==> config.mk <==
export PLATFORM = sky130hd
export DESIGN_NAME = div_unit_flat
export DESIGN_NICKNAME = d
export VERILOG_FILES = /design/src/rtl/div_unit_if.sv /design/src/rtl/div_unit.sv /design/src/flat_wrapper.sv
export SDC_FILE = /design/constraint.sdc
export NUM_CORES = 1
export LEC_CHECK = 0
export CAP_MARGIN = 5
export CORE_MARGIN = 3
export CORE_UTILIZATION = 60
export DETAILED_ROUTE_END_ITERATION = 10
export GPL_TIMING_DRIVEN = 1
export PLACE_DENSITY = 0.92
export SYNTH_ARGS = -nofsm -noshare
export SYNTH_HDL_FRONTEND = slang
export SYNTH_SLANG_ARGS = --single-unit
==> constraint.sdc <==
create_clock -name clk -period 5.89 [get_ports clk]
set_clock_uncertainty 0.2 [all_clocks]
set_input_delay 1.178 -clock clk [delete_from_list [all_inputs] [get_ports clk]]
set_output_delay 1.178 -clock clk [all_outputs]
set_load 0.01 [all_outputs]
==> src/rtl/div_unit_if.sv <==
// Execute-stage <-> divider handshake: request, operands and destination in;
// busy/ready status and the selected result out.
interface div_unit_if #(
  parameter int DATA_W = 32
);
  logic              start_i;
  logic [2:0]        op_i;
  logic [DATA_W-1:0] dividend_i;
  logic [DATA_W-1:0] divisor_i;
  logic [4:0]        reg_waddr_i;
  logic              flush_i;
  logic              busy_o;
  logic              ready_o;
  logic [DATA_W-1:0] result_o;
  logic [4:0]        reg_waddr_o;

  modport master (
    output start_i, op_i, dividend_i, divisor_i, reg_waddr_i, flush_i,
    input  busy_o, ready_o, result_o, reg_waddr_o
  );

  modport slave (
    input  start_i, op_i, dividend_i, divisor_i, reg_waddr_i, flush_i,
    output busy_o, ready_o, result_o, reg_waddr_o
  );
endinterface

==> src/rtl/div_unit.sv <==
// RV32M DIV/DIVU/REM/REMU unit: restoring shift-subtract, one quotient bit
// per cycle, sign handled by magnitude division plus final correction.
module div_unit #(
  parameter int DATA_W = 32
) (
  input  logic       clk,
  input  logic       rst,
  div_unit_if.slave  bus
);

  localparam int CNT_W = $clog2(DATA_W);

  typedef enum logic [1:0] {S_IDLE, S_START, S_CALC, S_END} state_t;

  function automatic logic [DATA_W-1:0] neg_cond(input logic [DATA_W-1:0] v,
                                                 input logic neg);
    return neg ? (~v + DATA_W'(1)) : v;
  endfunction

  state_t                   state;
  logic signed [DATA_W-1:0] dvd_cap;
  logic signed [DATA_W-1:0] dvs_cap;
  logic                     is_signed;
  logic                     is_rem;
  logic [4:0]               rd_cap;
  logic [DATA_W-1:0]        quo_r;
  logic [DATA_W-1:0]        rem_r;
  logic [DATA_W-1:0]        dvs_r;
  logic [CNT_W-1:0]         cnt;
  logic                     neg_q;
  logic                     neg_r;
  logic                     busy_q;
  logic                     ready_q;
  logic [DATA_W-1:0]        result_q;
  logic [4:0]               waddr_q;

  logic                     accept;
  logic                     dvd_neg;
  logic                     dvs_neg;
  logic [DATA_W:0]          rem_sh;
  logic [DATA_W:0]          rem_diff;
  logic                     q_bit;
  logic [DATA_W-1:0]        rem_nx;
  logic [DATA_W-1:0]        quo_nx;
  logic [DATA_W-1:0]        fin_q;
  logic [DATA_W-1:0]        fin_r;

  assign accept  = bus.start_i && bus.op_i[2] && !bus.flush_i;
  assign dvd_neg = is_signed && (dvd_cap < 0);
  assign dvs_neg = is_signed && (dvs_cap < 0);

  // The dividend register doubles as the quotient register: its MSB feeds the
  // remainder and the new quotient bit enters at the LSB.
  assign rem_sh   = {rem_r, quo_r[DATA_W-1]};
  assign rem_diff = rem_sh - {1'b0, dvs_r};
  assign q_bit    = (rem_sh >= {1'b0, dvs_r});
  assign rem_nx   = q_bit ? rem_diff[DATA_W-1:0] : rem_sh[DATA_W-1:0];
  assign quo_nx   = {quo_r[DATA_W-2:0], q_bit};
  assign fin_q    = neg_cond(quo_nx, neg_q);
  assign fin_r    = neg_cond(rem_nx, neg_r);

  always_ff @(posedge clk or negedge rst) begin
    if (!rst) begin
      state     <= S_IDLE;
      dvd_cap   <= '0;
      dvs_cap   <= '0;
      is_signed <= 1'b0;
      is_rem    <= 1'b0;
      rd_cap    <= '0;
      quo_r     <= '0;
      rem_r     <= '0;
      dvs_r     <= '0;
      cnt       <= '0;
      neg_q     <= 1'b0;
      neg_r     <= 1'b0;
      busy_q    <= 1'b0;
      ready_q   <= 1'b0;
      result_q  <= '0;
      waddr_q   <= '0;
    end else if (state == S_IDLE) begin
      ready_q <= 1'b0;
      if (accept) begin
        dvd_cap   <= bus.dividend_i;
        dvs_cap   <= bus.divisor_i;
        is_signed <= ~bus.op_i[0];
        is_rem    <= bus.op_i[1];
        rd_cap    <= bus.reg_waddr_i;
        busy_q    <= 1'b1;
        state     <= S_START;
      end
    end else if (bus.flush_i) begin
      busy_q  <= 1'b0;
      ready_q <= 1'b0;
      state   <= S_IDLE;
    end else begin
      case (state)
        S_START: begin
          if (dvs_cap == 0) begin
            result_q <= is_rem ? dvd_cap : '1;
            waddr_q  <= rd_cap;
            ready_q  <= 1'b1;
            state    <= S_END;
          end else begin
            quo_r <= neg_cond(dvd_cap, dvd_neg);
            dvs_r <= neg_cond(dvs_cap, dvs_neg);
            neg_q <= dvd_neg ^ dvs_neg;
            neg_r <= dvd_neg;
            rem_r <= '0;
            cnt   <= CNT_W'(DATA_W - 1);
            state <= S_CALC;
          end
        end
        S_CALC: begin
          rem_r <= rem_nx;
          quo_r <= quo_nx;
          cnt   <= cnt - CNT_W'(1);
          // Final iteration: sign-correct and publish straight from this step.
          if (cnt == '0) begin
            result_q <= is_rem ? fin_r : fin_q;
            waddr_q  <= rd_cap;
            ready_q  <= 1'b1;
            state    <= S_END;
          end
        end
        S_END: begin
          ready_q <= 1'b0;
          busy_q  <= 1'b0;
          state   <= S_IDLE;
        end
        default: begin
          busy_q <= 1'b0;
          state  <= S_IDLE;
        end
      endcase
    end
  end

  assign bus.busy_o      = busy_q;
  assign bus.ready_o     = ready_q;
  assign bus.result_o    = result_q;
  assign bus.reg_waddr_o = waddr_q;

endmodule

==> src/flat_wrapper.sv <==
// flat-port wrapper written by rule: the top's interface ports become plain ports
module div_unit_flat 
#(
  parameter int DATA_W = 32
)
  (clk, rst, bus_start_i, bus_op_i, bus_dividend_i, bus_divisor_i, bus_reg_waddr_i, bus_flush_i, bus_busy_o, bus_ready_o, bus_result_o, bus_reg_waddr_o);
  div_unit_if #(.DATA_W(DATA_W)) bus_i ();
  input  logic clk;
  input  logic rst;
  input wire logic [$bits(bus_i.start_i)-1:0] bus_start_i;
  input wire logic [$bits(bus_i.op_i)-1:0] bus_op_i;
  input wire logic [$bits(bus_i.dividend_i)-1:0] bus_dividend_i;
  input wire logic [$bits(bus_i.divisor_i)-1:0] bus_divisor_i;
  input wire logic [$bits(bus_i.reg_waddr_i)-1:0] bus_reg_waddr_i;
  input wire logic [$bits(bus_i.flush_i)-1:0] bus_flush_i;
  output wire logic [$bits(bus_i.busy_o)-1:0] bus_busy_o;
  output wire logic [$bits(bus_i.ready_o)-1:0] bus_ready_o;
  output wire logic [$bits(bus_i.result_o)-1:0] bus_result_o;
  output wire logic [$bits(bus_i.reg_waddr_o)-1:0] bus_reg_waddr_o;
  assign bus_i.start_i = bus_start_i;
  assign bus_i.op_i = bus_op_i;
  assign bus_i.dividend_i = bus_dividend_i;
  assign bus_i.divisor_i = bus_divisor_i;
  assign bus_i.reg_waddr_i = bus_reg_waddr_i;
  assign bus_i.flush_i = bus_flush_i;
  assign bus_busy_o = bus_i.busy_o;
  assign bus_ready_o = bus_i.ready_o;
  assign bus_result_o = bus_i.result_o;
  assign bus_reg_waddr_o = bus_i.reg_waddr_o;
  div_unit #(.DATA_W(DATA_W)) u_core (.clk(clk), .rst(rst), .bus(bus_i));
endmodule
==> results.toml <==
[status]
status = "finished clean"

[critical_path]
crit_path_start_kind = "register"
cp.required_ps = 6120
crit_family = "compound AO/OA/AOI/OAI gates"
worstPathCellList = "ha_1 -> a21o_1 -> a221o_1 -> a221o_1 -> o211ai_4 -> nand2_4 -> inv_2 -> mux2i_1 -> ha_1 -> inv_1 -> nor2_1 -> or4bb_1 -> or3_1 -> a21oi_1 -> nand4_1 -> mux2i_1 -> o31a_1 -> o21a_1"
crit_fanout = 9
slowest_delay_ps = 540
worstSetupPathType = "register to register"
worst-path-buf-inv = 2
crit_slowest_cell = "or4bb_1"
crit_arrival_ps = 5810
crit_path_end_kind = "register"

[power]
seq_power_share = 0.325
vdd_drop_max_uv = 424
switching_share = 0.450
power_w = 0.00871
p_leak_nw = 7.09
clock_power_share = 0.169
power_density_mw_per_mm2 = 527
p_comb_frac = 0.506
power.internal_w = 0.00479
power_switching_w = 0.00392

[finish]
nets = 1878
drive_gt1_frac = 0.0847
syn_to_final_growth_pct = 14.3
fillers = 1809
antenna_cells = 0

[floorplanning]
die_h_um = 161
fp.dieW_um = 161
start_util = 0.613
rows = 56
core_mm2 = 0.0236
io_pins = 115
dieArea_mm2 = 0.0260

[sta]
finalSetupViolCount = 0
timing.final.crit_period_ps = 5590
worstMarginPinSlew_ps = 1160
fin_tns_setup_ps = 0
slew_violations = 0
clock.fmax_mhz = 179
fin_crit_sh = 0.949
hold_viol = 0
rsz0062_at_grt = "false"
slew_headroom = 0.225

[drt]
routed_wl_um = 41800
vias = 13700
drt_iter0_markers = 1439
first_pass_iters = 8
final_antenna_net_count = 0
viasPerCell = 6.54
drc = 0
avgRoutedWirePerCell_um = 20.0

[logic_synthesis]
synth-xor-area-share = 0.0757
yosysWarningCount = 0
synthArstFlopShare = 1.00
synth_top_area_share = 0.372
synth-simple-area-share = 0.179
synth_area_leaders = "dfrtp_1 37%, o21ai_0 7.0%, nand2_1 6.0%"
synth_ff_type = "dfrtp_1"
synth_edf_count = 0
ys_ff_latch = 215
synth-seq-area-share = 0.372
synthMuxAreaShare = 0.0768
ys_types = 77
synth_fa_ha_area_frac = 0.0377
synthCells = 1699
syn_avg_cell_area_um2 = 8.51
yosysTopAreaCell = "dfrtp_1"
synth_compound_area_frac = 0.216
synth_area_mm2 = 0.0145
syn_nets = 1818
synth_top_family_by_area = "compound AO/OA/AOI/OAI gates"

[global_routing]
grt_max_degree = 143
grt_pass1_vias = 13300
grt.total_usage = 0.318
grt_first_pass_wirelength_um = 68200
antenna_found_initial = 0
grt_overflow_total = 0

[cts]
root_buffer = "clkbuf_16"
cts.sinks = 215
clock_path_buffers = 3
cts_buffers = 25
clk_pin_slew_worst_paths_ps = 60
holdBufCountCts = 0
clock_latency_ps = 540
htreeDepth = 1
cts_tree = "done"

[placed_design]
dp_hpwl_um = 29400
io_buffers = 114
gp_congestion = 0.988

[run]
max-cap-violations = 0

[hold_path]
hold_class = "register to register"
routing by layer:
layer	routed length, µm	global-route usage	vias to the layer above
met5	0	0	-
li1	-	-	6218
met4	1830	0.113	0
met1	16400	0.422	6571
met3	3480	0.0426	152
met2	20100	0.539	740
what timing repair did:
action / CTS / global route
endpoints found under the setup margin: 0 / 5
gates resized for setup: 0 / 1
buffers inserted: 0 / 2
layout make-up:
class	instances	area, µm²	area share
clock inverters	9	77.6	0.00469
multi-input cells	1329	8490	0.513
well taps	319	399	0.0241
flip-flops and latches	215	5380	0.325
repair buffers	131	1300	0.0785
inverters	57	214	0.0129
clock buffers	31	678	0.0410
kinds of logic after synthesis:
kind of cell | count (synthesis)
xor+xnor | 125
buf+inv | 155
fa+ha+maj | 43
compound gates | 508
mux | 102
simple gates | 551
flops | 215
registers in the layout, summed over array words and instances, names as in the netlist:
| register | cells |
|---|---|
| u_core.rem_r | 32 |
| u_core.rd_cap | 5 |
| u_core.is_signed | 1 |
| u_core.is_rem | 1 |
| u_core.bus.ready_o | 1 |
| u_core.neg_q | 1 |
| u_core.dvs_cap | 32 |
| u_core.dvs_r | 32 |
| u_core.dvd_cap | 32 |
| u_core.quo_r | 32 |
| u_core.bus.result_o | 32 |
| u_core.cnt | 5 |
| u_core.state | 2 |
| u_core.bus.busy_o | 1 |
| u_core.neg_r | 1 |
| u_core.bus.reg_waddr_o | 5 |
tightest hold or removal path: cells and delay by family (launching register included):
| family | cells | cell delay (ps) |
|---|---|---|
| flops | 1 | 340 |
| simple gates | 2 | 100 |
placed cells by master, fill, tap and decap left out, drive strengths merged, types with 8 or more instances in the layout:
master,synthesis,layout
o41ai,16,16
nor3,37,37
a22o,8,8
o22ai,8,8
buf,20,17
clkdlybuf4s50,0,113
xnor2,56,56
mux2i,30,30
or3,25,25
a21oi,122,122
nor2b,10,10
nand3,22,22
a31oi,18,18
inv,56,58
nand2,233,233
clkbuf,78,32
or2,8,8
o21ai,203,203
or4,11,11
ha,42,42
and2,16,16
o31ai,22,22
dfrtp,215,215
a21o,14,14
xor2,69,69
o21a,8,8
a221oi,14,14
nand4,13,13
mux2,72,72
and3,15,15
nor4,18,18
nand2b,10,10
nor2,111,111
power by group through the flow:
stage               combinational, W  sequential (W)  clock [W]
detailed placement           0.00428         0.00281          0
global placement             0.00413         0.00277          0
global route                 0.00487         0.00291    0.00154
CTS                          0.00434         0.00280    0.00148
floorplan                    0.00312         0.00263          0
finish                       0.00441         0.00283    0.00147
cells in the mapped netlist, drive strengths merged, types with 15 or more instances:
master and instances:
nor2 111, clkbuf 78, inv 56, xor2 69, and3 15, mux2 72
dfrtp 215, nor3 37, nand3 22, a21oi 122, o41ai 16, xnor2 56
o21ai 203, or3 25, o31ai 22, nand2 233, buf 20, nor4 18
and2 16, mux2i 30, ha 42, a31oi 18
through the flow:
stage	instance area, µm²	worst slack [ps]	instances	hold slack [ps]	utilization
floorplan	14500	570	1699	233	-
global placement	15800	501	2049	239	0.667
detailed placement	15800	309	2049	251	0.667
CTS	16500	211	2089	269	0.700
global route	16500	28.7	2091	292	0.700
finish	16500	302	2091	269	0.700
path summary, 6_finish.rpt:
path | start | end | slack [ps] | depth (start not counted)
max | u_core.rem_r[6] | u_core.bus.result_o[22] | 300 | 18
min | u_core.rd_cap[3] | u_core.bus.reg_waddr_o[3] | 270 | 2
max reg2reg | u_core.rem_r[6] | u_core.bus.result_o[22] | 300 | 18
min reg2reg | u_core.rd_cap[3] | u_core.bus.reg_waddr_o[3] | 270 | 2
max in group asynchronous | rst | u_core.dvs_r[22] | 3860 | 2
min in group asynchronous | rst | u_core.bus.result_o[7] | 450 | 1
(Power assumes the default switching activity.)
